<file path="src/rtl/spi_master_ctrl.sv">
// SPI-RAM link initiator: serialises {cmd, data} frames MSB first on MOSI under SS_n,
// and for read-data frames captures MEM_WIDTH bits from MISO after the RAM turnaround.
module spi_master_ctrl #(
  parameter int MEM_WIDTH = 8,
  parameter int RD_WAIT   = 2
) (
  input  logic                 clk,
  input  logic                 rst_n,
  input  logic                 req_valid,
  output logic                 req_ready,
  input  logic [1:0]           req_cmd,
  input  logic [MEM_WIDTH-1:0] req_data,
  output logic                 rsp_valid,
  output logic [MEM_WIDTH-1:0] rsp_data,
  output logic                 seq_err,
  output logic                 busy,
  output logic                 SS_n,
  output logic                 MOSI,
  input  logic                 MISO,
  output logic [2:0]           state_o
);

  localparam int FW = MEM_WIDTH + 2;
  localparam int CW = $clog2(FW + RD_WAIT + MEM_WIDTH + 1);

  typedef enum logic [2:0] {
    S_IDLE    = 3'd0,
    S_START   = 3'd1,
    S_SHIFT   = 3'd2,
    S_WAIT    = 3'd3,
    S_CAPTURE = 3'd4,
    S_END     = 3'd5
  } state_t;

  state_t                 state_q, state_d;
  logic [CW-1:0]          cnt_q, cnt_d;
  logic [FW-1:0]          shreg_q, shreg_d;
  logic [MEM_WIDTH-1:0]   cap_q, cap_d;
  logic [1:0]             cmd_q, cmd_d;
  logic                   flag_q, flag_d;
  logic                   seq_err_q, seq_err_d;
  logic                   rsp_valid_q, rsp_valid_d;
  logic [MEM_WIDTH-1:0]   rsp_data_q, rsp_data_d;
  logic                   ss_n_q, ss_n_d;
  logic                   mosi_q, mosi_d;

  // Handshake: a request transfers on a rising clk edge where req_valid && req_ready;
  // req_ready is high only in IDLE, so at most one frame is in flight.
  assign req_ready = (state_q == S_IDLE);
  assign busy      = (state_q != S_IDLE);
  assign rsp_valid = rsp_valid_q;
  assign rsp_data  = rsp_data_q;
  assign seq_err   = seq_err_q;
  assign SS_n      = ss_n_q;
  assign MOSI      = mosi_q;
  assign state_o   = state_q;

  always_comb begin
    state_d     = state_q;
    cnt_d       = cnt_q;
    shreg_d     = shreg_q;
    cap_d       = cap_q;
    cmd_d       = cmd_q;
    flag_d      = flag_q;
    seq_err_d   = 1'b0;
    rsp_valid_d = 1'b0;
    rsp_data_d  = rsp_data_q;
    ss_n_d      = 1'b1;
    mosi_d      = 1'b0;
    case (state_q)
      S_IDLE: begin
        if (req_valid) begin
          shreg_d = {req_cmd, req_data};
          cmd_d   = req_cmd;
          state_d = S_START;
          if (req_cmd == 2'b10) flag_d = 1'b1;
          if (req_cmd == 2'b11) begin
            flag_d    = 1'b0;
            seq_err_d = ~flag_q;
          end
        end
      end
      // START repeats cmd[1] without shifting: the slave decodes it before the frame proper.
      S_START: begin
        state_d = S_SHIFT;
        cnt_d   = CW'(FW);
      end
      S_SHIFT: begin
        shreg_d = shreg_q << 1;
        cnt_d   = cnt_q - 1'b1;
        if (cnt_q == CW'(1)) begin
          if (cmd_q != 2'b11) begin
            state_d = S_END;
          end else if (RD_WAIT == 0) begin
            state_d = S_CAPTURE;
            cnt_d   = CW'(MEM_WIDTH);
          end else begin
            state_d = S_WAIT;
            cnt_d   = CW'(RD_WAIT);
          end
        end
      end
      S_WAIT: begin
        cnt_d = cnt_q - 1'b1;
        if (cnt_q == CW'(1)) begin
          state_d = S_CAPTURE;
          cnt_d   = CW'(MEM_WIDTH);
        end
      end
      S_CAPTURE: begin
        cap_d = {cap_q[MEM_WIDTH-2:0], MISO};
        cnt_d = cnt_q - 1'b1;
        if (cnt_q == CW'(1)) state_d = S_END;
      end
      S_END: begin
        state_d = S_IDLE;
      end
      default: begin
        state_d = S_IDLE;
      end
    endcase
    // Pin registers are loaded with the values belonging to the state being entered.
    ss_n_d = !(state_d == S_START || state_d == S_SHIFT ||
               state_d == S_WAIT  || state_d == S_CAPTURE);
    if (state_d == S_START || state_d == S_SHIFT) mosi_d = shreg_d[FW-1];
    if (state_d == S_END && cmd_q == 2'b11) begin
      rsp_valid_d = 1'b1;
      rsp_data_d  = cap_d;
    end
  end

  always_ff @(posedge clk) begin
    if (!rst_n) begin
      state_q     <= S_IDLE;
      cnt_q       <= '0;
      shreg_q     <= '0;
      cap_q       <= '0;
      cmd_q       <= '0;
      flag_q      <= 1'b0;
      seq_err_q   <= 1'b0;
      rsp_valid_q <= 1'b0;
      rsp_data_q  <= '0;
      ss_n_q      <= 1'b1;
      mosi_q      <= 1'b0;
    end else begin
      state_q     <= state_d;
      cnt_q       <= cnt_d;
      shreg_q     <= shreg_d;
      cap_q       <= cap_d;
      cmd_q       <= cmd_d;
      flag_q      <= flag_d;
      seq_err_q   <= seq_err_d;
      rsp_valid_q <= rsp_valid_d;
      rsp_data_q  <= rsp_data_d;
      ss_n_q      <= ss_n_d;
      mosi_q      <= mosi_d;
    end
  end

endmodule
</file>
<file path="config.mk">
export PLATFORM = sky130hd
export DESIGN_NAME = spi_master_ctrl
export DESIGN_NICKNAME = d
export VERILOG_FILES = /design/src/rtl/spi_master_ctrl.sv
export SDC_FILE = /design/constraint.sdc
export NUM_CORES = 1
export LEC_CHECK = 0
export ABC_AREA = 1
export ABC_CLOCK_PERIOD_IN_PS = 1500
export BUFFER_PORTS_ARGS = -buffer_cell sky130_fd_sc_hd__buf_2
export CAP_MARGIN = 10
export CELL_PAD_IN_SITES_DETAIL_PLACEMENT = 0
export CELL_PAD_IN_SITES_GLOBAL_PLACEMENT = 1
export CORE_ASPECT_RATIO = 0.6
export CORE_MARGIN = 2
export CORE_UTILIZATION = 35
export DETAILED_ROUTE_END_ITERATION = 7
export GPL_TIMING_DRIVEN = 0
export PLACE_DENSITY = 0.75
export SETUP_SLACK_MARGIN = 0.2
export SLEW_MARGIN = 20
export SYNTH_ARGS = -nofsm -noshare
export SYNTH_HDL_FRONTEND = slang
export SYNTH_SLANG_ARGS = --single-unit
</file>
<file path="constraint.sdc">
create_clock -name clk -period 1.5 [get_ports clk]
set_input_delay 0.45 -clock clk [delete_from_list [all_inputs] [get_ports clk]]
set_output_delay 0.45 -clock clk [all_outputs]
set_load 0.02 [all_outputs]
</file>
### Word level (Yosys, flattened, before mapping)

Cells that the tools add are included.

* flip-flop bits (word level): 41
* input bits: 14
* logic and storage cells: 60

* add/subtract/negate cells: 1
* eq/ne operators: 15
* mux-type cells: 16
* bitwise operators: 1
* reductions and logical operators: 15

Operator list (count)
* $pmux W10 S2: 1
* $pmux W5 S4: 1
* $mux W3: 5
* $mux W5: 3
* $pmux W3 S5: 1
* $eq A3 B2 Y1 const B: 4
* $mux W10: 1
* $eq A3 B3 Y1 const B: 3
* $mux W8: 1
* $eq A2 B2 Y1 const B: 3
* $eq A3 B1 Y1 const B: 2
* $reduce_and A2 Y1: 3
* $eq A5 B1 Y1 const B: 1
* $sub A5 B1 Y5 const B: 1
* $ne A2 B2 Y1 const B: 2
* $reduce_and A4 Y1: 1
* $reduce_bool A2 Y1: 2
* $reduce_bool A4 Y1: 1
* $logic_not A3 Y1: 1
* $logic_or A1 B1 Y1: 3
* $mux W1: 3
* $reduce_and A3 Y1: 1
* $reduce_bool A3 Y1: 1
* $logic_and A1 B1 Y1: 1
* other kinds (2): 2

### Depth between registers and ports, before layout

* word-level depth: 9
* mapped depth: 13
* gate-level depth less buffers: 13

### Least setup slack after synthesis

OpenSTA, ideal clock, no wires.

* kind: register to register
* start: register cnt_q[1]
* end: register ss_n_q (netlist: SS_n)
* library setup time: 0.126 ns
* arrival time: 1.446 ns
* path slack: -0.072 ns
* stages on the path, launching flop included: 14
* buffers on the path: 1
* clock period less this slack: 1.572 ns
* path through: dfxtp_1 -> inv_1 -> ha_1 -> inv_1 -> nor2_1 -> nand2_1 -> nand2_2 -> nand2_1 -> inv_2 -> nand2_2 -> buf_6 -> nor2_2 -> xor2_1 -> nand2_1

* word-level cells in the longest chain between the ends: 8

Ends and longest elaborated chain
* start: declaration: line 36 `logic [CW-1:0] cnt_q, cnt_d;`
* start signal: assignment: line 147 `cnt_q <= cnt_d;`
* $eq A5 B1 Y1 *: line 91, 105, 113
* $mux W3, on equally long branches: line 113, 105, 91
* $pmux W3 S5 *: line 70 `case (state_q)`
* $eq A3 B1 Y1 or $eq A3 B2 Y1 (tied branches): line 123 `ss_n_d = !(state_d == S_START || state_d == S_SHIFT ||`
* $logic_or A1 B1 Y1 (2 in series): line 123
* $logic_or A1 B1 Y1 *: line 124 `state_d == S_WAIT || state_d == S_CAPTURE);`
* $logic_not A1 Y1 *: line 123
* end signal: assignment: line 155 `ss_n_q <= ss_n_d;`
* end: declaration: line 44 `logic ss_n_q, ss_n_d;`

Every way passes the cells marked *; elsewhere a longest branch is shown, timed or not.
A chain may end at the register's enable or synchronous reset.

### Worst setup path in the final report

Ends and elaborated chain as after synthesis.

==> results.md <==
* Hold/Removal Path Class: in2reg
* Req. time, crit path at between 1.5 and 2 ns
* Share of post-route cells with drive strength above 1 at 0.406
* Sw power at about 950 uW
* Post-DR vias/cell at 4.59
* HP Start: req_cmd[0]
* Commonest non-fill, non-tap cell in the layout: nand2_1
* Reg2reg path depth at 13
* Leak pwr at approximately 0.0013 uW
* Slew HR at 0.659
* Seq pwr share at 0.424
* Mapped Cells at 267
* Ports at 31
* Avg Cell Area, Syn at about 7 sq um
* Arrival time at the worst endpoint at approximately 1.8 ns
* Fmax at around 630 MHz
* Final HPWL DP at between 3000 and 4000 um
* Slowest CP cell: dfxtp_2
* Register Area at roughly 840 sq um
* Crit-path leading delay family: simple AND/OR/NAND/NOR gates
* Setup slack after layout at -0.0832 ns
* Final net count at around 350
* Final Critical Period at about 1.6 ns
* Syn Nets at roughly 280
* Top area cells in the synthesized netlist: dfxtp_1, nand2_1, inv_1
* I/O Buffers at 30
* First-pass GRT wire length at roughly 7900 um
* DRT Pass-1 Iters at 4
* Crit path kind: reg2reg
* Clock share of power at 0.284
* Area grow syn2layout at 44.7%
* Mapped Area at ~1900 sq um
* Measured slew at the worst slew-check pin at 0.512 ns
* Worst r2r dst: SS_n
* Register bit total from synthesis at a little over 40
* Ant. Diodes at 0
* Clock sink total at a little over 40
* Maximum clock insertion buffer count at 2
* RePlAce Congestion at around 0.8
* CP bufs+invs at 4
* CP Cell Sequence: inv_2, ha_4, inv_2, nor2_4, nand2_2, nand2_2, nand2_2, inv_2, nand2_4, buf_6, nor2_4, xor2_1, nand2_1
* Critical Path Sink Type: flop
* Initial antenna violation count at 0
* Cell variety after synth at 27
* GRT Residual Overflow at 0
* Final Skew at about 0.0086 ns
* Die Height at slightly above 60 um
* ANT nets after route at 0
* Top-area cell type share of the netlist area at 0.439
* Internal power at 1930 uW
* Power Dens Cells at approximately 1100 nW/um^2
* Core ar. at approximately 5100 sq um
* Crit Path Max Fanout at 5
* CTS tree: yes
* Avg WL per Cell at 12.9 um
* Hold_ws at 0.368 ns
* DRT Wirelength at roughly 5100 um
* WHS Endpoint: flag_q
* Design Area, Final at approximately 2700 sq um
* Routed vias at 1,819
* Vias in the first global route at roughly 1,600
* Failing checks: setup timing
* Root Driver: clkbuf_8
* Initial Utilization at 0.367
* Launch point of the worst path: cnt_q[1]
* Hold path cells at 2
* Remaining DRCs at 0
* Clock-pin slew on the worst setup and hold paths at roughly 0.09 ns
* Worst slack, placed at -0.204 ns
* Gr usage total at 0.171
* Placed Area at about 2100 sq um
* Tcrit/Tclk final at 1.06
* Combinational group share of total power at 0.292
* Placement row count at 20
* Sequential area share after synthesis at 0.439
* Most frequent cells in the layout: nand2_1, dfxtp_1, inv_1
* # setup viols final at 14
* Startpoint Class: flop
* CTS Buf Count at 5
* Sw frac at 0.331
* Synth area leader: dfxtp_1
* R2R Setup Slk at -0.08 ns
* Peak VDD IR at ~0.59 mV
* DIE WIDTH at ~98 um
* Reg2reg start: cnt_q[1]
* Status: complete, but fails checks
* CTS H-tree lvls at 2
* CP peak stage delay at about 0.33 ns
* Multi-input logic area at 1090 sq um
* Largest net degree at the start of global routing at 13
* Yosys warns at 0
* Die area at 5970 sq um
* DRT iter0 DRCs at 80
* Layout fillers at 503
* Clock Latency Late Sink at around 0.30 ns
* Fin. Hold Viols at 0
* Slew Limit Fails at 0
* RSZ-0062 raised after global routing: true
* Max cap viols at 0
synth_stat cells:
library cell,number
buf_6,1
nand3_2,2
buf_4,1
buf_1,1
a21oi_1,8
a31oi_1,9
a22oi_1,1
o21ai_1,3
o21ai_0,13
or2_0,1
nand2_1,77
nor2_8,1
nor3_1,1
dfxtp_1,41
nand3_1,4
nand2_2,6
inv_2,8
clkinv_2,1
nor2_2,3
nand3_4,1
clkinv_1,1
nor2_1,30
inv_1,35
nand4_1,9
clkbuf_1,3
ha_1,2
xor2_1,4
per-layer routing:
metal  GRT usage  wire, um  vias up
met5           0         0        -
met2       0.214      1940       53
met3      0.0392       353        4
met4      0.0528        43        0
li1            -         -      954
met1       0.280      2760      808
logic make-up (layout without fill, tap and decap cells):
kind of cell	Yosys count	after routing	share of synthesized area
flops	41	41	0.439
buf+inv	51	111	0.109
simple gates	135	138	0.322
fa+ha+maj	2	2	0.0134
compound gates	34	34	0.0983
xor+xnor	4	4	0.0187
power by group through the flow:
stage	sequential [uW]	clock, uW	combinational [uW]
6_report	1220	819	841
5_1_grt	1230	876	915
4_1_cts	1210	834	674
3_5_place_dp	1240	0	544
3_3_place_gp	1240	0	542
2_1_floorplan	1250	0	388
through the flow:
step / utilization / setup TNS [ns] / total power, uW / std cells
6_report: 0.531 / -0.693 / 2880 / 396
5_1_grt: 0.531 / -2.40 / 3020 / 396
4_1_cts: 0.483 / -0.281 / 2720 / 385
3_5_place_dp: 0.418 / -1.97 / 1780 / 363
3_3_place_gp: 0.418 / -1.57 / 1780 / 363
2_1_floorplan: - / 0 / 1640 / 267
sequential cells by signal, indices dropped and copies added (netlist names), 2 cells and up:
| register | count |
|---|---|
| cnt_q | 5 |
| cap_q | 8 |
| rsp_data | 8 |
| state_o | 3 |
| cmd_q | 2 |
| shreg_q | 10 |
layout make-up:
class | count | share of cell area
repair buffers | 52 | 0.137
multi-input cells | 178 | 0.403
plain buffers | 6 | 0.0152
well taps | 66 | 0.0305
clock inverters | 1 | 0.00185
inverters | 45 | 0.0679
clock buffers | 7 | 0.0356
flip-flops and latches | 41 | 0.309
how the worst max path moves through the flow:
stage / end / slack, ns / cells past startpoint
2_1_floorplan: SS_n / 0.008 / 13
3_3_place_gp: rsp_data[1] / -0.17 / 12
3_5_place_dp: rsp_data[1] / -0.20 / 12
4_1_cts: SS_n / -0.05 / 13
5_1_grt: SS_n / -0.21 / 13
6_report: SS_n / -0.08 / 13
repair_timing:
item,4_1_cts,5_1_grt
buffers inserted,10,11
endpoints found under the hold margin,0,0
pin swaps,20,17
cloned,4,0
resized for setup,30,56
setup endpoints to repair,28,39
hold buffers,0,0
No activity file was read; power rests on OpenSTA's default activity.
